File: src/rtl/arb4_rr_pkg.sv
// Shared types and constants for the 4-way round-robin arbiter.
package arb4_rr_pkg;

  localparam int unsigned NumReq = 4;
  localparam int unsigned IdxW   = 2;

  typedef logic [IdxW-1:0] idx_t;

  typedef enum logic {
    StIdle  = 1'b0,
    StOwned = 1'b1
  } state_e;

  // Modulo-NumReq index addition; relies on idx_t wrapping naturally.
  function automatic idx_t idx_add(idx_t base, idx_t off);
    return base + off;
  endfunction

endpackage

File: src/rtl/arb4_rr_if.sv
// Request/grant bundle between requesters (master) and the arbiter (slave).
interface arb4_rr_if;
  import arb4_rr_pkg::*;

  logic [NumReq-1:0] req;
  logic              done;
  logic [NumReq-1:0] gnt;
  idx_t              gnt_id;
  logic              gnt_valid;
  logic              timeout;

  modport master (
    output req,
    output done,
    input  gnt,
    input  gnt_id,
    input  gnt_valid,
    input  timeout
  );

  modport slave (
    input  req,
    input  done,
    output gnt,
    output gnt_id,
    output gnt_valid,
    output timeout
  );

endinterface

File: src/rtl/arb4_rr_prio_enc4.sv
// Fixed-priority encoder over an already rotated request vector; bit 0 wins.
module rr_prio_enc4
  import arb4_rr_pkg::*;
(
  input  logic [NumReq-1:0] req_i,
  output idx_t              idx_o,
  output logic              valid_o
);

  // Lowest set bit wins; idx_o is 0 when nothing is requested.
  always_comb begin
    idx_o   = '0;
    valid_o = |req_i;
    if (req_i[0]) begin
      idx_o = 2'd0;
    end else if (req_i[1]) begin
      idx_o = 2'd1;
    end else if (req_i[2]) begin
      idx_o = 2'd2;
    end else if (req_i[3]) begin
      idx_o = 2'd3;
    end
  end

endmodule

File: src/rtl/arb4_rr.sv
// 4-requester round-robin arbiter with hold-time limit and forced release.
module arb4_rr
  import arb4_rr_pkg::*;
#(
  parameter int unsigned MAX_HOLD = 15
) (
  input  logic      clk,
  input  logic      rst_n,
  arb4_rr_if.slave  bus
);

  localparam logic [7:0] HoldLast = 8'(MAX_HOLD - 1);

  state_e            state_q, state_d;
  logic [NumReq-1:0] gnt_q, gnt_d;
  idx_t              gnt_id_q, gnt_id_d;
  idx_t              last_q, last_d;
  logic [7:0]        hold_q, hold_d;
  logic              timeout_q, timeout_d;
  // Low for the first edge after reset release so grants start on the second edge.
  logic              run_q;

  logic [NumReq-1:0] req_m, req_rot;
  idx_t              start, enc_idx, win_id;
  logic              enc_valid;
  logic              hold_hit, release_ev;

  // Mask the releasing owner, then rotate so the search begins after last_id.
  always_comb begin
    req_m = bus.req;
    if (state_q == StOwned) begin
      req_m[gnt_id_q] = 1'b0;
    end
    start = idx_add(last_q, idx_t'(1));
    for (int k = 0; k < NumReq; k++) begin
      req_rot[k] = req_m[idx_add(start, idx_t'(k))];
    end
  end

  rr_prio_enc4 u_enc (
    .req_i   (req_rot),
    .idx_o   (enc_idx),
    .valid_o (enc_valid)
  );

  assign win_id     = idx_add(start, enc_idx);
  assign hold_hit   = (hold_q == HoldLast);
  assign release_ev = bus.done | ~bus.req[gnt_id_q] | hold_hit;

  // Next-state and registered-output logic.
  always_comb begin
    state_d   = state_q;
    gnt_d     = gnt_q;
    gnt_id_d  = gnt_id_q;
    last_d    = last_q;
    hold_d    = hold_q;
    timeout_d = 1'b0;
    unique case (state_q)
      StIdle: begin
        if (run_q && enc_valid) begin
          state_d  = StOwned;
          gnt_d    = 4'(1) << win_id;
          gnt_id_d = win_id;
          last_d   = win_id;
          hold_d   = '0;
        end
      end
      StOwned: begin
        if (release_ev) begin
          // A coincident done makes this a normal release.
          timeout_d = hold_hit & ~bus.done;
          if (enc_valid) begin
            gnt_d    = 4'(1) << win_id;
            gnt_id_d = win_id;
            last_d   = win_id;
            hold_d   = '0;
          end else begin
            state_d  = StIdle;
            gnt_d    = '0;
            gnt_id_d = '0;
            hold_d   = '0;
          end
        end else begin
          hold_d = hold_q + 8'd1;
        end
      end
    endcase
  end

  // State registers with asynchronous active-low reset.
  always_ff @(posedge clk or negedge rst_n) begin
    if (!rst_n) begin
      state_q   <= StIdle;
      gnt_q     <= '0;
      gnt_id_q  <= '0;
      last_q    <= 2'd3;
      hold_q    <= '0;
      timeout_q <= 1'b0;
      run_q     <= 1'b0;
    end else begin
      state_q   <= state_d;
      gnt_q     <= gnt_d;
      gnt_id_q  <= gnt_id_d;
      last_q    <= last_d;
      hold_q    <= hold_d;
      timeout_q <= timeout_d;
      run_q     <= 1'b1;
    end
  end

  assign bus.gnt       = gnt_q;
  assign bus.gnt_id    = gnt_id_q;
  assign bus.gnt_valid = |gnt_q;
  assign bus.timeout   = timeout_q;

endmodule

File: src/flat_wrapper.sv
// flat-port wrapper written by rule: the top's interface ports become plain ports
module arb4_rr_flat import arb4_rr_pkg::*;
#(
  parameter int unsigned MAX_HOLD = 15
)
  (clk, rst_n, bus_req, bus_done, bus_gnt, bus_gnt_id, bus_gnt_valid, bus_timeout);
  arb4_rr_if bus_i ();
  input  logic clk;
  input  logic rst_n;
  input wire logic [$bits(bus_i.req)-1:0] bus_req;
  input wire logic [$bits(bus_i.done)-1:0] bus_done;
  output wire logic [$bits(bus_i.gnt)-1:0] bus_gnt;
  output wire logic [$bits(bus_i.gnt_id)-1:0] bus_gnt_id;
  output wire logic [$bits(bus_i.gnt_valid)-1:0] bus_gnt_valid;
  output wire logic [$bits(bus_i.timeout)-1:0] bus_timeout;
  assign bus_i.req = bus_req;
  assign bus_i.done = bus_done;
  assign bus_gnt = bus_i.gnt;
  assign bus_gnt_id = bus_i.gnt_id;
  assign bus_gnt_valid = bus_i.gnt_valid;
  assign bus_timeout = bus_i.timeout;
  arb4_rr #(.MAX_HOLD(MAX_HOLD)) u_core (.clk(clk), .rst_n(rst_n), .bus(bus_i));
endmodule
File: config.mk
export PLATFORM = sky130hd
export DESIGN_NAME = arb4_rr_flat
export DESIGN_NICKNAME = d
export VERILOG_FILES = /design/src/rtl/arb4_rr_pkg.sv /design/src/rtl/arb4_rr_if.sv /design/src/rtl/arb4_rr_prio_enc4.sv /design/src/rtl/arb4_rr.sv /design/src/flat_wrapper.sv
export SDC_FILE = /design/constraint.sdc
export NUM_CORES = 1
export LEC_CHECK = 0
export CAP_MARGIN = 20
export CORE_MARGIN = 1
export CORE_UTILIZATION = 45
export CTS_CLUSTER_SIZE = 10
export DETAILED_ROUTE_END_ITERATION = 10
export PLACE_DENSITY_LB_ADDON = 0.15
export SYNTH_ARGS = -nofsm -noshare
export SYNTH_HDL_FRONTEND = slang
export SYNTH_HIERARCHICAL = 1
export SYNTH_SLANG_ARGS = --single-unit
export TNS_END_PERCENT = 20
File: constraint.sdc
create_clock -name clk -period 6.3 [get_ports clk]
set_input_delay 1.89 -clock clk [delete_from_list [all_inputs] [get_ports clk]]
set_output_delay 1.89 -clock clk [all_outputs]
set_load 0.005 [all_outputs]
; ---- Yosys cells after proc, flatten, opt, wreduce, memory -nomap -nowiden
; Cells that the tools add are included.
[word_totals]
output_inout_bits = 8
mem_bits_ro = 0
latch_bits = 0
ff_bits = 19
mem_bits_rw = 0
elab_cells = 75
n_memories = 0
[op_classes]
shift = 1
n_mul = 0
n_lt_le_gt_ge = 6
div_mod_pow = 0
n_eq_ne = 4
muxes = 37
reduce_logical = 6
addsub = 6
bitwise = 8
[op_table]
columns = cell, n
row1 = $mux 2, 9
row2 = $mux 4, 4
row3 = $mux 8, 2
row4 = $pmux 8 s2, 1
row5 = $lt 2x3->1 const B, 5
row6 = $mux 1, 11
row7 = $bmux 1 s2, 5
row8 = $add 8x1->8 const B, 1
row9 = $eq 8x4->1 const B, 1
row10 = $pmux 2 s2, 2
row11 = $pmux 4 s2, 1
row12 = $reduce_or 4->1, 2
row13 = $add 2x1->2 const B, 2
row14 = $add 2x2->2 const B, 2
row15 = $and 4x4->4, 1
row16 = $ne 2x2->1 const B, 2
row17 = $not 4->4, 1
row18 = $shl 1x2->4 const A, 1
row19 = $not 1->1, 3
row20 = $reduce_and 3->1, 1
row21 = $add 2x2->2, 1
row22 = $demux 1 s2, 1
row23 = $ge 2x1->1 const B, 1
row24 = $logic_and 1x1->1, 2
row25 = 5 further kinds, 6

; ---- Logic depth before layout (Yosys ltp)
; Gate-level depths: netlist (run 1).
[logic_depth]
word_depth = 18
mapped_depth = 11

; ---- By module
; Netlist (run 1), hierarchy kept.
[modules_own_cells]
columns = module, n_inst, area_each_um2, seq_area_each_um2, cells_per_inst
row1 = arb4_rr, 1, 1091.0, 478.0, 101
row2 = rr_prio_enc4, 1, 35.0, 0.0, 7

; ---- Least setup slack after synthesis (run 1)
; No wires, ideal clock.
[synth_path]
path_kind = input-to-reg
start = in bus_req[0]
end = reg u_core.gnt_q[0], in the netlist u_core/bus.gnt[0]
t_arrival_ps = 3431
cell_stages = 10
path_slack_ps = 2748
cell_sequence = o21ai_0 > o21ai_0 > mux2_2 > nand2b_1 > a21oi_2 > ha_1 > xnor2_1 > xnor2_1 > inv_1 > a32o_1
[synth_lines]
columns = item, line_no
row1 = start: declaration, flat_wrapper.sv:10  ; input wire logic [$bits(bus_i.req)-1:0] bus_req;
row2 = $and 4x4->4 (no source line), n/a
row3 = $mux 4 *, arb4_rr.sv:31  ; if (state_q == StOwned) begin
row4 = $bmux 1 s2 *, arb4_rr.sv:36  ; req_rot[k] = req_m[idx_add(start, idx_t'(k))];
row5 = $mux 1 (not written as such) *, arb4_rr.sv:36
row6 = named net u_core.req_rot[2], arb4_rr.sv:23  ; logic [NumReq-1:0] req_m, req_rot;
row7 = $mux 2 *, arb4_rr_prio_enc4.sv:18  ; end else if (req_i[2]) begin
row8 = $mux 2 *, arb4_rr_prio_enc4.sv:16  ; end else if (req_i[1]) begin
row9 = $mux 2 *, arb4_rr_prio_enc4.sv:14  ; if (req_i[0]) begin
row10 = named net u_core.enc_idx[0], arb4_rr.sv:24  ; idx_t start, enc_idx, win_id;
row11 = $add 2x2->2 *, arb4_rr_pkg.sv:16  ; return base + off;
row12 = $shl 1x2->4 *, "arb4_rr.sv:62, arb4_rr.sv:73"
row13 = $mux 4, arb4_rr.sv:72  ; if (enc_valid) begin
row14 = $mux 4, arb4_rr.sv:69  ; if (release_ev) begin
row15 = $pmux 4 s2 *, arb4_rr.sv:58  ; unique case (state_q)
row16 = end signal: assignment, arb4_rr.sv:102  ; gnt_q <= gnt_d;
row17 = end: declaration, arb4_rr.sv:15  ; logic [NumReq-1:0] gnt_q, gnt_d;
; Mark *: on every way through the listed nets, which the timed path passes. The rest lies on a longest branch. The select of a mux whose other input is x is not followed.
; A chain may end at the register's enable or synchronous reset.

; ---- Worst setup path after layout (run 1)
; Same ends and word-level chain as after synthesis.

==> results of run 1 <==
where the power goes:
| part | switching, mW | internal, mW |
|---|---|---|
| registers | 0.0404 | 0.166 |
| logic | 0.230 | 0.247 |
| clock network | 0.0378 | 0.0236 |
final timing paths:
check	from	to	slack, ns	depth (start not counted)
worst max-delay path	bus_req[0]	u_core/bus.gnt[0]	2.38	11
worst min-delay path	u_core/bus.gnt[0]	u_core/bus.gnt[0]	0.54	1
worst max register to register	u_core/bus.gnt_id[1]	u_core/bus.gnt[0]	3.65	11
worst min register to register	u_core/bus.gnt[0]	u_core/bus.gnt[0]	0.54	1
max in group asynchronous	rst_n	u_core/bus.gnt[0]	3.71	1
min in group asynchronous	rst_n	u_core/state_q	2.07	1
flip-flops by register name, indices dropped and copies added, names as in the netlist:
name	cells
u_core/run_q	1
u_core/hold_q	8
u_core/last_q	2
u_core/bus.timeout	1
u_core/state_q	1
u_core/bus.gnt	4
u_core/bus.gnt_id	2
per-layer routing:
metal  share of wire  global-route usage  wire [µm]
met5               0                   0          0
met4          0.0078             0.07658         17
met3           0.041             0.03801         89
met2            0.44              0.2991        954
met1            0.51              0.2857       1120
area by class of cell:
type	instances	area (µm²)
sequential	19	478.0
timing repair buffer	14	140.1
multi-input combinational	81	618.1
inverter	8	30.03
clock inverter	1	5.005
tap	28	35.03
clock buffer	3	22.52
fill	204	947.2
logic make-up (layout without fill, tap and decap cells):
family	Yosys count	after routing	share of synthesized area
simple gates	35	35	0.1934
compound gates	31	31	0.2056
flops	19	19	0.4244
buf+inv	8	26	0.02667
mux	7	7	0.08221
xor+xnor	4	4	0.03112
fa+ha+maj	3	3	0.03334
other cells	1	1	0.003330
placed cells by master (no fill, tap or decap), types with 2 or more instances in the layout:
master / instances
a21oi_1: 6
a31oi_1: 2
a32o_1: 4
clkbuf_4: 3
clkdlybuf4s50_1: 14
dfrtp_1: 17
dfstp_2: 2
ha_1: 3
inv_1: 8
mux2_2: 4
nand2_1: 8
nand2b_1: 2
nand3_1: 8
nor2_1: 2
o21ai_0: 12
or3_1: 2
xnor2_1: 2
xor2_1: 2
Yosys cell counts (2+ instances only):
cell	number
nand3_1	8
dfstp_2	2
xnor2_1	2
nand2_1	8
xor2_1	2
mux2_2	4
nand2b_1	2
nor2_1	2
inv_1	8
ha_1	3
a21oi_1	6
dfrtp_1	17
o21ai_0	12
a32o_1	4
or3_1	2
a31oi_1	2
==> reports/results.ini, run 1 <==
[run_status]
status = completed

[timing]
max_freq_mhz = 255.0
tns_ns = 0
hold_viol_final = 0
worstMarginPinSlew_ns = 0.8446
min_period_over_period = 0.6224
slew_viol_final = 0
whs_ns = 0.5402
rsz0062_at_grt = no
setup_ws_ns = 2.379
skew_ns = 0.007440
min_period_ns = 3.921
relSlewSlack = 0.4352
setup_viol_count_final = 0

[cells_and_area]
postLayoutCoreUtil = 0.5838
finalNonFillerCells = 154
postLayoutCellArea_mm2 = 0.001329
area_growth_pct = 18.00
layout.nets = 137
layout-drive-gt1-share = 0.1667
num_antenna_cells = 0

[worst_setup_path]
worstPathRequired_ns = 6.49
path_max_fanout = 5
cp-start-kind = input port
critPathTopFamily = compound AO/OA/AOI/OAI gates
crit_type = input port to flop
worstPathArrival_ns = 4.11
cp_cell_sequence = clkdlybuf4s50_1 > o21ai_0 > o21ai_0 > mux2_2 > nand2b_1 > a21oi_2 > ha_1 > xnor2_1 > xnor2_1 > inv_1 > a32o_1
cp-end-kind = flop
crit_buf_inv = 2
slowest_stage = clkdlybuf4s50_1
slowest_delay_ns = 0.47

[clock_network]
postCtsSetupBuffers = 0
clock_latency_ns = 0.29
cts_tree = done
cts_made_buffers = 3
cts_buffer_depth = 2
numClockSinks = 19
post_cts_resized = 0
path_clk_slew_ns = 0.10
htree_levels = 1
cts_hold_buf = 0
cts_root_buf = clkbuf_4

[synthesis]
netlist_instances = 108
netlist_area_mm2 = 0.001126
yosysSeqAreaShare = 0.4244
async_flop_share = 1.000
synthTopCellsByArea = dfrtp_1 (38%), o21ai_0 (5.3%), dfstp_2 (4.7%), mux2_2 (4.0%), a32o_1 (3.6%)
syn_nets = 118
synth_top_cell_by_area = dfrtp_1
synth-edff-count = 0
synth_ff_type = dfrtp_1
yosysTopAreaCellShare = 0.3778
ys_ff_latch = 19
yosysUniqueCellTypes = 40
yosysWarnings = 6
avgSynthCellArea_um2 = 10.43

[pwr]
power.static_leakage_nw = 0.5520
irDropWorstVdd_uv = 474.0
pwr_density_cell_mw_per_mm2 = 560.6
total_power_uw = 745.0

[detailed_routing]
first_iter_violations = 9
dr.pass1.iters = 6
drt-wirelength-per-cell_um = 14.16
drtAntennaViolNets = 0
drc = 0
vias = 885
viasPerCell = 5.747
routed_wl_um = 2181

[floorplanning]
dieArea_mm2 = 0.002707
die_h_um = 52.03
die_x_um = 52.03
start_util = 0.4948
core_mm2 = 0.002276
io_pins = 15
num_rows = 17

[place]
place_congestion = 0.7962
post_dp_cell_area_mm2 = 0.001301
dp_hpwl_um = 1603
dpl.cell_count = 150
dp_slack_ns = 2.087
io_buffers = 14

[global_routing]
grt_usage = 0.2009
antenna_found_initial = 0
grt_overflow = 0
grt_max_degree = 20
grt_pass1_vias = 890
grt_pass1_wl_um = 3946

[job]
cap_violations = 0

[hold_path]
hp-class = flop to flop

(Power assumes the default switching activity.)
==> run 2, diff against run 1 <==
clock period = 3.2 ns   (was 6.3 ns; I/O delays follow)
==> reports/results.ini, run 2 (synthesis gave the netlist of run 1 again) <==
[cells_and_area]
postLayoutCoreUtil = 0.5904  ; was 0.5838
largest_reg_flops = 8  ; unchanged
num_antenna_cells = 0  ; unchanged
finalNonFillerCells = 156  ; was 154
layout_commonest_cell = dfrtp_1  ; unchanged
area_growth_pct = 19.33  ; was 18.00%
layout-drive-gt1-share = 0.1797  ; was 0.1667
layout.nets = 139  ; was 137
regMostFlops = u_core/hold_q  ; unchanged
postLayoutCellArea_mm2 = 0.001344  ; was 0.001329 mm²
layout_common_cells = dfrtp_1 (17), clkdlybuf4s50_1 (14), o21ai_0 (12)  ; unchanged

[timing]
whs_ns = 0.5357  ; was 0.5402 ns
tns_ns = 0  ; unchanged
relSlewSlack = 0.5640  ; was 0.4352
min_period_ns = 2.843
setup_viol_count_final = 0  ; unchanged
slew_viol_final = 0  ; unchanged
max_freq_mhz = 351.8
skew_ns = 0.008409  ; was 0.007440 ns
min_period_over_period = 0.8884
rsz0062_at_grt = no  ; unchanged
worstMarginPinSlew_ns = 0.6472  ; was 0.8446 ns
setup_ws_ns = 0.3571  ; was 2.379 ns
hold_viol_final = 0  ; unchanged

[place]
dp_slack_ns = 0.08509  ; was 2.087 ns
dp_hpwl_um = 1585  ; was 1603 µm
io_buffers = 14  ; unchanged
place_congestion = 0.7990  ; was 0.7962
post_dp_cell_area_mm2 = 0.001316  ; was 0.001301 mm²
dpl.cell_count = 152  ; was 150

[global_routing]
grt_max_degree = 20  ; unchanged
grt_usage = 0.2069  ; was 0.2009
grt_overflow = 0  ; unchanged
grt_pass1_wl_um = 4064  ; was 3946 µm
antenna_found_initial = 0  ; unchanged
grt_pass1_vias = 929  ; was 890

[clock_network]
post_cts_resized = 0  ; unchanged
cts_hold_buf = 0  ; unchanged
cts_buffer_depth = 2  ; unchanged
cts_made_buffers = 3  ; unchanged
postCtsSetupBuffers = 0  ; unchanged
clock_latency_ns = 0.30  ; was 0.29 ns
cts_root_buf = clkbuf_4  ; unchanged
cts_tree = done  ; unchanged
htree_levels = 1  ; unchanged
numClockSinks = 19  ; unchanged
path_clk_slew_ns = 0.10  ; about the same

[floorplanning]
io_pins = 15  ; unchanged
core_mm2 = 0.002276  ; unchanged
die_h_um = 52.03  ; unchanged
start_util = 0.4948  ; unchanged
num_rows = 17  ; unchanged
dieArea_mm2 = 0.002707  ; unchanged
die_x_um = 52.03  ; unchanged

[hold_path]
min_from = u_core/bus.gnt[2]  ; was u_core/bus.gnt[0]
worstHoldEndpoint = u_core/bus.gnt[2]  ; was u_core/bus.gnt[0]
hp-class = flop to flop  ; unchanged
hold_depth = 1  ; unchanged

[pwr]
power.static_leakage_nw = 0.5616  ; was 0.5520 nW
p_int_uw = 907.0  ; was 437.1 µW
pwr_density_cell_mw_per_mm2 = 1141  ; was 560.6 mW/mm²
sw_frac_of_total = 0.4084  ; was 0.4132
pwr-share-comb = 0.656  ; was 0.640
seqPwrFrac = 0.265  ; was 0.278
total_power_mw = 1.533  ; was 745.0 µW
p_clk_frac = 0.080  ; was 0.082
power_switching_uw = 626.3  ; was 307.8 µW
irDropWorstVdd_uv = 894.4  ; was 474.0 µV

[worst_setup_path]
cp-end-kind = flop  ; unchanged
worstPathArrival_ns = 3.03  ; was 4.11 ns
reg2reg_depth = 9  ; was 11
path_max_fanout = 4  ; was 5
worst_r2r_endpoint = u_core/bus.gnt[3]  ; was u_core/bus.gnt[0]
cp-start-kind = input port  ; unchanged
crit_type = input port to flop  ; unchanged
worstPathRequired_ns = 3.39  ; was 6.49 ns
r2r-start = u_core/last_q[0]  ; was u_core/bus.gnt_id[1]
ff2ff_setup_slack_ns = 0.68  ; was 3.65 ns

[detailed_routing]
drc = 0  ; unchanged
drtAntennaViolNets = 0  ; unchanged
viasPerCell = 5.673  ; was 5.747
routed_wl_um = 2173  ; was 2181 µm
drt-wirelength-per-cell_um = 13.93  ; was 14.16 µm
dr.pass1.iters = 4  ; was 6
first_iter_violations = 7  ; was 9
vias = 885  ; unchanged

[job]
cap_violations = 0  ; unchanged

[run_status]
status = completed  ; unchanged

run 2: layout make-up:
class	count	area [µm²]
Clock buffer	3	22.52
Clock inverter	1	5.005
Fill cell	202	932.1
Inverter	8	30.03
Multi-Input combinational cell	81	618.1
Sequential cell	19	478.0
Tap cell	28	35.03
Timing Repair Buffer	16	155.1
run 2: power groups by stage:
stage / combinational (mW) / clock, mW / sequential [mW]
3_3_place_gp: 0.981 / 0 / 0.407
6_report: 1.01 / 0.122 / 0.406
2_1_floorplan: 0.736 / 0 / 0.396
5_1_grt: 1.12 / 0.138 / 0.422
3_5_place_dp: 0.997 / 0 / 0.411
4_1_cts: 1.01 / 0.129 / 0.406
run 2: routing by layer:
metal / share of wire / up-vias / global-route usage / wire (µm)
li1: - / 444 / - / -
met1: 0.53 / 422 / 0.2907 / 1159
met2: 0.42 / 17 / 0.3013 / 910
met3: 0.039 / 2 / 0.03509 / 85
met4: 0.0078 / 0 / 0.1081 / 17
met5: 0 / - / 0 / 0
run 2: how the worst max path moves through the flow:
stage | startpoint | to | slack, ns | depth (start not counted)
after floorplan | bus_req[0] | u_core/bus.gnt[0] | 0.58 | 10
after global placement | bus_req[0] | u_core/bus.gnt[3] | 0.10 | 11
after detailed placement | bus_req[0] | u_core/bus.gnt[3] | 0.09 | 11
after CTS | bus_req[0] | u_core/bus.gnt[3] | 0.39 | 11
after global routing | bus_req[0] | u_core/bus.gnt[3] | 0.14 | 11
final | bus_req[0] | u_core/bus.gnt[3] | 0.36 | 11
run 2: critical path, cell delays in order:
cell	delay (ns)
clkdlybuf4s50_1	0.47
o21ai_0	0.10
o21ai_0	0.23
mux2_2	0.21
nand2b_1	0.12
a21oi_2	0.06
ha_1	0.18
xnor2_1	0.13
xnor2_1	0.15
buf_4	0.17
a32o_1	0.24
